$ cat src/rtl/fifo_arb_pkg.sv
// fifo_arb_pkg: shared types and helpers for the FIFO write-side arbiter
// and its round-robin picker.
//   state_t  : arbiter FSM encoding (ST_IDLE / ST_BURST)
//   STALL_W  : width of the optional stall counter
//   clog2    : ceiling log2 for sizing index and counter fields
package fifo_arb_pkg;

    typedef enum logic {
        ST_IDLE  = 1'b0,
        ST_BURST = 1'b1
    } state_t;

    localparam int STALL_W = 16;

    function automatic int clog2(input int v);
        int r;
        r = 0;
        while ((1 << r) < v) r++;
        return r;
    endfunction

endpackage

$ cat src/rtl/rr_arb_picker.sv
// rr_arb_picker: combinational round-robin selector.
// Scans req starting at rr_ptr and wrapping modulo N. It returns the first
// asserted index. found is high when any request is set.
//   req     in  N   request vector
//   rr_ptr  in  PW  highest-priority index for this scan
//   owner   out PW  selected index (0 when found=0)
//   found   out 1   any request present
module rr_arb_picker
    import fifo_arb_pkg::*;
#(
    parameter int N  = 4,
    parameter int PW = clog2(N)
) (
    input  logic [N-1:0]  req,
    input  logic [PW-1:0] rr_ptr,
    output logic [PW-1:0] owner,
    output logic          found
);

    always_comb begin
        owner = '0;
        found = 1'b0;
        for (int k = 0; k < N; k++) begin
            int idx;
            idx = int'(rr_ptr) + k;
            if (idx >= N) idx -= N;
            if (!found && req[idx]) begin
                owner = PW'(idx);
                found = 1'b1;
            end
        end
    end

endmodule

$ cat src/rtl/fifo_wr_arbiter.sv
// fifo_wr_arbiter: round-robin arbiter that lets N producers share one
// FIFO write port. Each grant lasts for up to MAX_BURST words. After that,
// priority rotates to the index after the owner. Each burst is followed by
// one IDLE cycle, during which the next owner is picked.
//   clk, rst   clock and asynchronous active-high reset
//   req        per-producer word-valid
//   w_data_in  producer words, slice i = w_data_in[i*B +: B]
//   full       FIFO full flag; the owner keeps its grant while full is high
//   gnt        registered one-hot grant, all zero when there is no owner
//   wr         FIFO write strobe (combinational from gnt, req and full)
//   w_data     owner's word while a grant is held, otherwise 0
//   busy       high while in BURST
//   stall_cnt  saturating count of owner-blocked-by-full cycles
//              (present only when FIFO_ARB_STALL_CNT_EN is defined)
module fifo_wr_arbiter
    import fifo_arb_pkg::*;
#(
    parameter int B         = 4,
    parameter int N         = 4,
    parameter int MAX_BURST = 4
) (
    input  logic               clk,
    input  logic               rst,
    input  logic [N-1:0]       req,
    input  logic [N*B-1:0]     w_data_in,
    input  logic               full,
    output logic [N-1:0]       gnt,
    output logic               wr,
    output logic [B-1:0]       w_data,
    output logic               busy
`ifdef FIFO_ARB_STALL_CNT_EN
    ,
    output logic [STALL_W-1:0] stall_cnt
`endif
);

    localparam int PW = clog2(N);
    localparam int CW = clog2(MAX_BURST) + 1;

    state_t        state;
    logic [PW-1:0] rr_ptr;
    logic [PW-1:0] owner;
    logic [PW-1:0] pick;
    logic          found;
    logic [CW-1:0] burst_cnt;
    logic          owner_req;
    logic          last_word;

    rr_arb_picker #(.N(N), .PW(PW)) u_picker (
        .req    (req),
        .rr_ptr (rr_ptr),
        .owner  (pick),
        .found  (found)
    );

    // gnt is zero in IDLE, so this also blocks wr outside BURST.
    assign owner_req = |(gnt & req);
    assign wr        = owner_req & ~full;
    assign last_word = (burst_cnt == CW'(MAX_BURST - 1));

    always_comb begin
        w_data = '0;
        if (|gnt) w_data = w_data_in[owner*B +: B];
    end

    always_ff @(posedge clk or posedge rst) begin
        if (rst) begin
            state     <= ST_IDLE;
            gnt       <= '0;
            busy      <= 1'b0;
            rr_ptr    <= '0;
            owner     <= '0;
            burst_cnt <= '0;
        end else begin
            case (state)
                ST_IDLE: begin
                    if (found) begin
                        gnt       <= {{(N-1){1'b0}}, 1'b1} << pick;
                        owner     <= pick;
                        busy      <= 1'b1;
                        burst_cnt <= '0;
                        state     <= ST_BURST;
                    end
                end
                ST_BURST: begin
                    // Release on the last word of the burst, or as soon as
                    // the owner withdraws its request. A partial count is
                    // not carried over to the next grant.
                    if (!owner_req || (wr && last_word)) begin
                        gnt       <= '0;
                        busy      <= 1'b0;
                        burst_cnt <= '0;
                        rr_ptr    <= (owner == PW'(N - 1)) ? '0 : owner + 1'b1;
                        state     <= ST_IDLE;
                    end else if (wr) begin
                        burst_cnt <= burst_cnt + 1'b1;
                    end
                end
                default: state <= ST_IDLE;
            endcase
        end
    end

`ifdef FIFO_ARB_STALL_CNT_EN
    always_ff @(posedge clk or posedge rst) begin
        if (rst)
            stall_cnt <= '0;
        else if (state == ST_BURST && owner_req && full && stall_cnt != '1)
            stall_cnt <= stall_cnt + 1'b1;
    end
`endif

endmodule

$ cat config.mk
export PLATFORM = sky130hd
export DESIGN_NAME = fifo_wr_arbiter
export DESIGN_NICKNAME = d
export VERILOG_FILES = /design/src/rtl/fifo_arb_pkg.sv /design/src/rtl/rr_arb_picker.sv /design/src/rtl/fifo_wr_arbiter.sv
export SDC_FILE = /design/constraint.sdc
export NUM_CORES = 1
export LEC_CHECK = 0
export CORE_ASPECT_RATIO = 0.8
export CORE_MARGIN = 2
export CORE_UTILIZATION = 44
export DETAILED_ROUTE_END_ITERATION = 8
export PLACE_DENSITY = 0.79
export SLEW_MARGIN = 20
export SYNTH_ARGS = -nofsm -noshare
export SYNTH_HDL_FRONTEND = slang
export SYNTH_HIERARCHICAL = 1
export SYNTH_SLANG_ARGS = --single-unit
$ cat constraint.sdc
create_clock -name clk -period 3.6 [get_ports clk]
set_clock_uncertainty 0.2 [all_clocks]
set_input_delay 0.54 -clock clk [delete_from_list [all_inputs] [get_ports clk]]
set_output_delay 0.54 -clock clk [all_outputs]
set_load 0.1 [all_outputs]
==> flow_metrics.env, run 1 <==
export IMPL_outcome="complete, no violations"
export IMPL_synth_top_flop_cell="dfrtp_1"
export IMPL_p_per_area_nw_per_um2=1007
export IMPL_p_int_w=0.0005017
export IMPL_timing_final_crit_share_pct=75.14
export IMPL_cp_max_fo=9
export IMPL_grt_max_degree=19
export IMPL_cp_start_kind="primary input"
export IMPL_synth_warning_count=6
export IMPL_synth_edf_count=0
export IMPL_pwr_share_clk_pct=6.9
export IMPL_drtPass1Iterations=4
export IMPL_tightest_slew_ps=972.4
export IMPL_cts_repair_resized=0
export IMPL_final_cell_area_um2=1260
export IMPL_max_freq_ghz=0.3697
export IMPL_htree_levels=1
export IMPL_holdBufCountCts=0
export IMPL_min_path_type="flop to flop"
export IMPL_finalSetupViolations=0
export IMPL_syn_area_per_cell_um2=9.416
export IMPL_start_util_pct=47.94
export IMPL_seq_power_share_pct=23.6
export IMPL_switching_share_pct=60.46
export IMPL_drt_iter0_markers=32
export IMPL_power_switching_w=0.0007671
export IMPL_ys_types=34
export IMPL_final_common_cell="clkdlybuf4s50_1"
export IMPL_cts_buffers_inserted=3
export IMPL_ys_ff_latch=13
export IMPL_place_area_um2=1232
export IMPL_synthArstFlopShare_pct=100.0
export IMPL_slew_viol_final=0
export IMPL_clockBufferDepth=2
export IMPL_gr_usage_all_layers_pct=20.34
export IMPL_post_place_ws_ps=902.3
export IMPL_nets=156
export IMPL_postSynthCellCount=99
export IMPL_drt_antenna_violating_nets=0
export IMPL_finalSetupTns_ps=0
export IMPL_cts_root_buffer="clkbuf_4"
export IMPL_hold_viol_final=0
export IMPL_syn_to_final_growth_pct=35.17
export IMPL_pwr_share_comb_pct=69.6
export IMPL_grt_first_pass_wirelength_um=3939
export IMPL_min_period_ps=2705
export IMPL_cts_tree="done"
export IMPL_cts_sinks=13
export IMPL_via_per_inst=5.784
export IMPL_worst_ep_required_time_ps=2860
export IMPL_final_layout_size_suffix_gt1_share_pct=13.95
export IMPL_diodes=0
export IMPL_cts_setup_buffers=0
export IMPL_syn_nets=125
export IMPL_arrival_ps=1960
export IMPL_layout_setup_ws_ps=895.1
export IMPL_clk_latency_ps=270
export IMPL_end_kind="output port"
export IMPL_port_buffers=32
export IMPL_seq_area_frac_synth_pct=34.90
export IMPL_syn_area_um2=932.1
export IMPL_vias=885
export IMPL_die_w_um=55.46
export IMPL_die_h_um=45.17
export IMPL_rows=14
export IMPL_dieArea_um2=2505
export IMPL_fin_hold_ws_ps=361.3
export IMPL_gp_congestion=0.8872
export IMPL_route_detailed_drc=0
export IMPL_peakVddDrop_uv=882.0
export IMPL_overflow=0
export IMPL_path_class="primary input to output port"
export IMPL_routed_wl_um=2440
export IMPL_antenna_found_initial=0
export IMPL_grt_pass1_vias=813
export IMPL_cap_violations=0
export IMPL_ios=33
export IMPL_coreArea_um2=1944
export IMPL_relSlewSlack_pct=34.97
export IMPL_final_cell_mix="clkdlybuf4s50_1, dfrtp_1, a21oi_1"
export IMPL_clkTransAtPathRegs_ps=90
export IMPL_leakage_nw=0.5363
export IMPL_rsz0062_at_grt="false"
export IMPL_detail_route_wl_per_cell_um=15.95
export IMPL_dp_hpwl_um=1930
logic make-up after synthesis:
family | count (synthesis) | share of synthesized area (%)
compound gates | 31 | 25.10
buf+inv | 17 | 8.456
simple gates | 30 | 16.78
flops | 13 | 34.90
mux | 5 | 10.74
fa+ha+maj | 3 | 4.027
path summary, 6_finish.rpt:
kind / end / slack (ps) / cells past startpoint / start
max reg2reg: gnt[1] / 1790 / 6 / rr_ptr[0]
max in group asynchronous: gnt[2] / 2480 / 2 / rst
min reg2reg: busy / 360 / 2 / busy
max: wr / 900 / 5 / req[0]
min: busy / 360 / 2 / busy
min in group asynchronous: busy / 380 / 2 / rst
cell type report:
| class | count | area (um2) |
|---|---|---|
| repair buffers | 32 | 307.8 |
| fillers | 160 | 684.4 |
| clock inverters | 1 | 5.005 |
| clock buffers | 3 | 22.52 |
| multi-input cells | 69 | 528.0 |
| well taps | 24 | 30.03 |
| inverters | 11 | 41.29 |
| flip-flops and latches | 13 | 325.3 |
state kept, by name, summed over array words and instances, names as in the netlist:
signal and count:
gnt 4, burst_cnt 3, owner 2, rr_ptr 2, busy 1, state 1
critical path: stages:
cell,delay (ps)
clkdlybuf4s50_1,560
a22o_1,380
nor2_1,90
nor2_1,100
buf_4,300
power by group through the flow:
stage | Sequential (W) | Clock, W | Combinational (W)
2_1_floorplan | 0.000400 | 0 | 0.000600
3_3_place_gp | 0.000298 | 0 | 0.000867
3_5_place_dp | 0.000301 | 0 | 0.000882
4_1_cts | 0.000297 | 0.0000894 | 0.000884
5_1_grt | 0.000313 | 0.0000967 | 0.000927
6_report | 0.000299 | 0.0000870 | 0.000883
per-layer routing:
metal  vias to the layer above  GRT usage [%]  wire, um
met5                         -              0         0
met4                         0          5.854        12
met3                         2          3.438       137
met2                        31          29.76      1115
met1                       430          31.09      1175
li1                        422              -         -
per-stage QoR:
step | std cells | util (%) | power, W
after global routing | 153 | 64.80 | 0.001337
after global placement | 149 | 63.38 | 0.001164
after detailed placement | 149 | 63.38 | 0.001183
after CTS | 153 | 64.80 | 0.001271
after floorplan | 99 | - | 0.0009998
final | 153 | 64.80 | 0.001269
cell usage after synthesis, drive strengths merged, types with 2 or more instances:
cell	number	area share [%]
dfrtp	13	35
mux4	4	9.7
ha	3	4.0
o21ai	3	1.6
buf	5	3.6
nor2	8	3.2
inv	11	4.4
o311ai	2	2.7
o2111ai	2	1.9
a21oi	12	6.4
o211ai	4	3.8
a22o	2	1.9
nand2	9	3.6
nor2b	5	3.4
nor4bb	2	2.1
nand2b	2	1.3
Power figures use the tool's default switching activity.
==> inputs of run 2 (changes only) <==
==> constraint.sdc (replaced) <==
create_clock -name clk -period 2.55 [get_ports clk]
set_clock_uncertainty 0.2 [all_clocks]
set_input_delay 0.3825 -clock clk [delete_from_list [all_inputs] [get_ports clk]]
set_output_delay 0.3825 -clock clk [all_outputs]
set_load 0.1 [all_outputs]
==> run 2 against run 1 <==
Sequential cell count did not move. Final cell count grew 2.0%. Critical endpoint is now w_data[2]. Global-route usage rose by 3.1 points.
==> flow_metrics.env, run 2 (synthesized netlist as in run 1, its figures left out) <==
export IMPL_finalSetupViolations=0
export IMPL_dpl_cell_count=152
export IMPL_p_per_area_nw_per_um2=1504
export IMPL_nFillCells=150
export IMPL_reg_top3="gnt x4, burst_cnt x3"
export IMPL_cts_setup_buffers=0
export IMPL_rsz0062_at_grt="false"
export IMPL_drt_antenna_violating_nets=0
export IMPL_ios=33
export IMPL_min_period_ps=2364
export IMPL_via_per_inst=5.833
export IMPL_place_area_um2=1334
export IMPL_gp_congestion=0.8387
export IMPL_path_class="flop to output port"
export IMPL_leakage_nw=0.5830
export IMPL_gr_usage_all_layers_pct=23.39
export IMPL_relSlewSlack_pct=64.22
export IMPL_route_detailed_drc=0
export IMPL_cp_max_fo=7
export IMPL_final_cell_mix="clkdlybuf4s50_1, dfrtp_1, a21oi_1"
export IMPL_routed_wl_um=2629
export IMPL_fin_hold_ws_ps=207.9
export IMPL_antenna_found_initial=0
export IMPL_tightest_slew_ps=536.8
export IMPL_final_cell_area_um2=1360
export IMPL_fin_cells=156
export IMPL_cts_repair_resized=0
export IMPL_diodes=0
export IMPL_arrival_ps=1780
export IMPL_holdBufCountCts=0
export IMPL_cts_sinks=13
export IMPL_post_place_ws_ps=207.8
export IMPL_syn_to_final_growth_pct=45.91
export IMPL_clockBufferDepth=2
export IMPL_top_register="gnt"
export IMPL_rows=14
export IMPL_start_util_pct=47.94
export IMPL_final_layout_size_suffix_gt1_share_pct=23.48
export IMPL_dieArea_um2=2505
export IMPL_layout_setup_ws_ps=185.8
export IMPL_cts_buffers_inserted=3
export IMPL_worst_ep_required_time_ps=1970
export IMPL_hold_viol_final=0
export IMPL_slew_viol_final=0
export IMPL_outcome="complete, no violations"
export IMPL_grt_pass1_vias=878
export IMPL_vias=910
export IMPL_drtPass1Iterations=4
export IMPL_final_common_cell="clkdlybuf4s50_1"
export IMPL_clk_latency_ps=290
export IMPL_timing_final_crit_share_pct=92.71
export IMPL_clkTransAtPathRegs_ps=80
export IMPL_largest_reg_flops=4
export IMPL_nets=159
export IMPL_drt_iter0_markers=37
export IMPL_dp_hpwl_um=2055
export IMPL_min_path_type="primary input to async pin"
export IMPL_htree_levels=1
export IMPL_finalSetupTns_ps=0
export IMPL_die_h_um=45.17
export IMPL_peakVddDrop_uv=1382
export IMPL_port_buffers=32
export IMPL_cp_start_kind="flop"
export IMPL_grt_first_pass_wirelength_um=4333
export IMPL_grt_max_degree=19
export IMPL_end_kind="output port"
export IMPL_die_w_um=55.46
export IMPL_overflow=0
export IMPL_max_freq_ghz=0.4230
export IMPL_cts_tree="done"
export IMPL_cap_violations=0
export IMPL_coreArea_um2=1944
export IMPL_cts_root_buffer="clkbuf_4"
export IMPL_detail_route_wl_per_cell_um=16.85
[run 2: final timing paths]
path                            from   endpoint  slack, ps  cells past startpoint
max                         owner[0]  w_data[2]        190                      3
min                              rst      state        210                      2
max reg2reg                rr_ptr[0]     gnt[1]        700                      6
min reg2reg                     busy       busy        350                      2
max in group asynchronous        rst   owner[1]       1600                      2
min in group clk                busy       busy        350                      2
[run 2: area by class of cell]
class / instances / area [um2] / share of cell area [%]
multi-input cells: 69 / 556.8 / 40.94
repair buffers: 35 / 380.4 / 27.97
flip-flops and latches: 13 / 325.3 / 23.92
inverters: 11 / 41.29 / 3.036
well taps: 24 / 30.03 / 2.208
clock buffers: 4 / 26.28 / 1.932
[run 2: report_power, final]
part / internal, W / switching, W
Clock: 0.0000611 / 0.0000716
Sequential: 0.000285 / 0.000150
Combinational: 0.000539 / 0.000939
Total: 0.000885 / 0.00116
[run 2: stage by stage]
stage	total power [W]	util (%)
finish	0.002046	69.95
floorplan	0.001467	-
CTS	0.002048	69.95
global route	0.002155	69.95
detailed placement	0.001912	68.60
global placement	0.001880	68.60
[run 2: worst max-delay path, cell delays in order, from the launching register on]
cell     delay (ps)
dfrtp_1         600
mux4_2          550
nor2b_2         180
buf_12          160
[run 2: routing by layer]
metal / vias to the layer above / GRT usage, % / share of wire (%)
li1: 432 / - / -
met1: 437 / 33.09 / 47
met2: 32 / 36.90 / 46
met3: 9 / 6.304 / 5.3
met4: 0 / 4.390 / 1.3
met5: - / 0 / 0
==> inputs of run 3 (changes only) <==
--- a/config.mk
+++ b/config.mk
@@ -5,11 +5,13 @@
 export SDC_FILE = /design/constraint.sdc
 export NUM_CORES = 1
 export LEC_CHECK = 0
+export CELL_PAD_IN_SITES_DETAIL_PLACEMENT = 1
+export CELL_PAD_IN_SITES_GLOBAL_PLACEMENT = 2
 export CORE_ASPECT_RATIO = 0.8
 export CORE_MARGIN = 2
-export CORE_UTILIZATION = 44
+export CORE_UTILIZATION = 26
 export DETAILED_ROUTE_END_ITERATION = 8
-export PLACE_DENSITY = 0.79
+export PLACE_DENSITY_LB_ADDON = 0.1
 export SLEW_MARGIN = 20
 export SYNTH_ARGS = -nofsm -noshare
 export SYNTH_HDL_FRONTEND = slang
==> run 3 against run 2 <==
Global-route usage shrank 8.8 points. Worst setup slack gained 71 ps. Clock power grew 38%. Final area grew 3.6%. Critical path depth is the same. Utilization shrank 29 points. Register-to-register slack is essentially flat. Sequential share of layout area shrank 0.83 points. First-iteration DRC count grew 5.4%. Combinational power is essentially flat. Via count shrank 0.88%. Worst hold slack gained 64 ps. Critical endpoint is now w_data[3]. Largest cell class unchanged.
==> flow_metrics.env, run 3 (synthesized netlist as in run 1, its figures left out) <==
export IMPL_outcome="complete, no violations"
export IMPL_cts_repair_resized=0
export IMPL_nets=160
export IMPL_dpl_cell_count=171
export IMPL_leakage_nw=0.5957
export IMPL_clk_latency_ps=240
export IMPL_via_per_inst=5.154
export IMPL_rsz0062_at_grt="false"
export IMPL_slew_viol_final=0
export IMPL_vias=902
export IMPL_grt_max_degree=19
export IMPL_pwr_share_comb_pct=70.6
export IMPL_arrival_ps=1710
export IMPL_wl_met3_um=116
export IMPL_seq_power_share_pct=20.7
export IMPL_dp_hpwl_um=2242
export IMPL_p_int_w=0.0009444
export IMPL_worst_r2r_setup_slack_ps=700
export IMPL_rows=19
export IMPL_layout_setup_ws_ps=256.4
export IMPL_worst_ep_required_time_ps=1970
export IMPL_die_w_um=70.95
export IMPL_wl_met2_um=1243
export IMPL_power_switching_w=0.001161
export IMPL_ios=33
export IMPL_gp_congestion=0.7382
export IMPL_cp_max_fo=7
export IMPL_drt_iter0_markers=39
export IMPL_multiInputGateArea_um2=556.8
export IMPL_nFillCells=397
export IMPL_path_class="flop to output port"
export IMPL_detail_route_wl_per_cell_um=15.90
export IMPL_cts_tree="done"
export IMPL_drt_met1_wl_um=1380
export IMPL_clockBufferDepth=2
export IMPL_clkTransAtPathRegs_ps=60
export IMPL_cp_start_kind="flop"
export IMPL_cts_setup_buffers=0
export IMPL_dieArea_um2=4083
export IMPL_post_place_ws_ps=160.5
export IMPL_drt_antenna_violating_nets=0
export IMPL_drtPass1Iterations=4
export IMPL_cts_root_buffer="clkbuf_8"
export IMPL_r2r_start="rr_ptr[0]"
export IMPL_coreArea_um2=3423
export IMPL_r2r_cells=6
export IMPL_finalSetupTns_ps=0
export IMPL_diodes=0
export IMPL_port_buffers=32
export IMPL_end_kind="output port"
export IMPL_reg_top3="gnt x4, burst_cnt x3"
export IMPL_final_cell_mix="clkdlybuf4s50_1, dfrtp_1, a21oi_1"
export IMPL_switching_share_pct=55.15
export IMPL_max_freq_ghz=0.4360
export IMPL_hold_viol_final=0
export IMPL_antenna_found_initial=0
export IMPL_relSlewSlack_pct=62.24
export IMPL_largest_reg_flops=4
export IMPL_min_path_type="primary input to async pin"
export IMPL_peakVddDrop_uv=803.6
export IMPL_routed_top_layer="met4"
export IMPL_cap_violations=0
export IMPL_final_layout_size_suffix_gt1_share_pct=24.06
export IMPL_final_cell_area_um2=1409
export IMPL_route_detailed_drc=0
export IMPL_die_h_um=57.56
export IMPL_finalSetupViolations=0
export IMPL_syn_to_final_growth_pct=51.14
export IMPL_seq_area_um2=325.3
export IMPL_power_total_w=0.002106
export IMPL_start_util_pct=27.23
export IMPL_p_per_area_nw_per_um2=1495
export IMPL_htree_levels=1
export IMPL_pwr_share_clk_pct=8.7
export IMPL_routed_wl_um=2783
export IMPL_top_register="gnt"
export IMPL_overflow=0
export IMPL_gr_usage_all_layers_pct=14.61
export IMPL_final_common_cell="clkdlybuf4s50_1"
export IMPL_tightest_slew_ps=566.4
export IMPL_timing_final_crit_share_pct=89.94
export IMPL_cts_buffers_inserted=3
export IMPL_fin_cells=175
export IMPL_r2r_end="gnt[1]"
export IMPL_cts_sinks=13
export IMPL_holdBufCountCts=0
export IMPL_grt_first_pass_wirelength_um=4650
export IMPL_place_area_um2=1364
export IMPL_grt_pass1_vias=941
export IMPL_min_period_ps=2294
==> run 3: changes by cell type in the layout (fill, tap and decap cells not counted) <==
cell      delta
clkbuf_8     +3
buf_4        +1
clkbuf_4     -3
==> run 3: per-layer routing <==
metal  vias to the layer above  track usage [%]
met2                        23            22.16
met1                       445            20.85
met5                         -                0
li1                        430                -
met3                         4            2.473
met4                         0            5.660
==> run 3: how the worst max path moves through the flow <==
stage                   from   endpoint  cells after the start
finish              owner[0]  w_data[3]                      3
floorplan             gnt[2]  w_data[1]                      2
global placement      req[1]     gnt[1]                      7
global route        owner[0]  w_data[3]                      3
CTS                 owner[0]  w_data[3]                      3
detailed placement    req[1]     gnt[1]                      7
==> run 3: area by class of cell <==
cell class,instances,area share [%]
Clock buffer,4,3.197
Sequential cell,13,23.09
Tap cell,42,3.730
Multi-Input combinational cell,69,39.52
Inverter,11,2.931
Timing Repair Buffer,36,27.53
==> run 3: worst max-delay path, stage by stage (launching register included) <==
cell and delay, ps:
dfrtp_1 570, mux4_2 550, nor2b_2 180, buf_12 160
==> run 3: through the flow <==
| step | util (%) | hold WS (ps) |
|---|---|---|
| CTS | 41.16 | 289.8 |
| global placement | 39.84 | 324.2 |
| global route | 41.16 | 322.0 |
| finish | 41.16 | 271.9 |
| detailed placement | 39.84 | 340.2 |
| floorplan | - | 59.46 |
==> run 3: power groups by stage <==
stage	sequential [W]	clock [W]	combinational, W
floorplan	0.000568	0	0.000899
global placement	0.000441	0	0.00148
detailed placement	0.000443	0	0.00150
CTS	0.000439	0.000193	0.00150
global route	0.000459	0.000205	0.00156
finish	0.000436	0.000184	0.00149
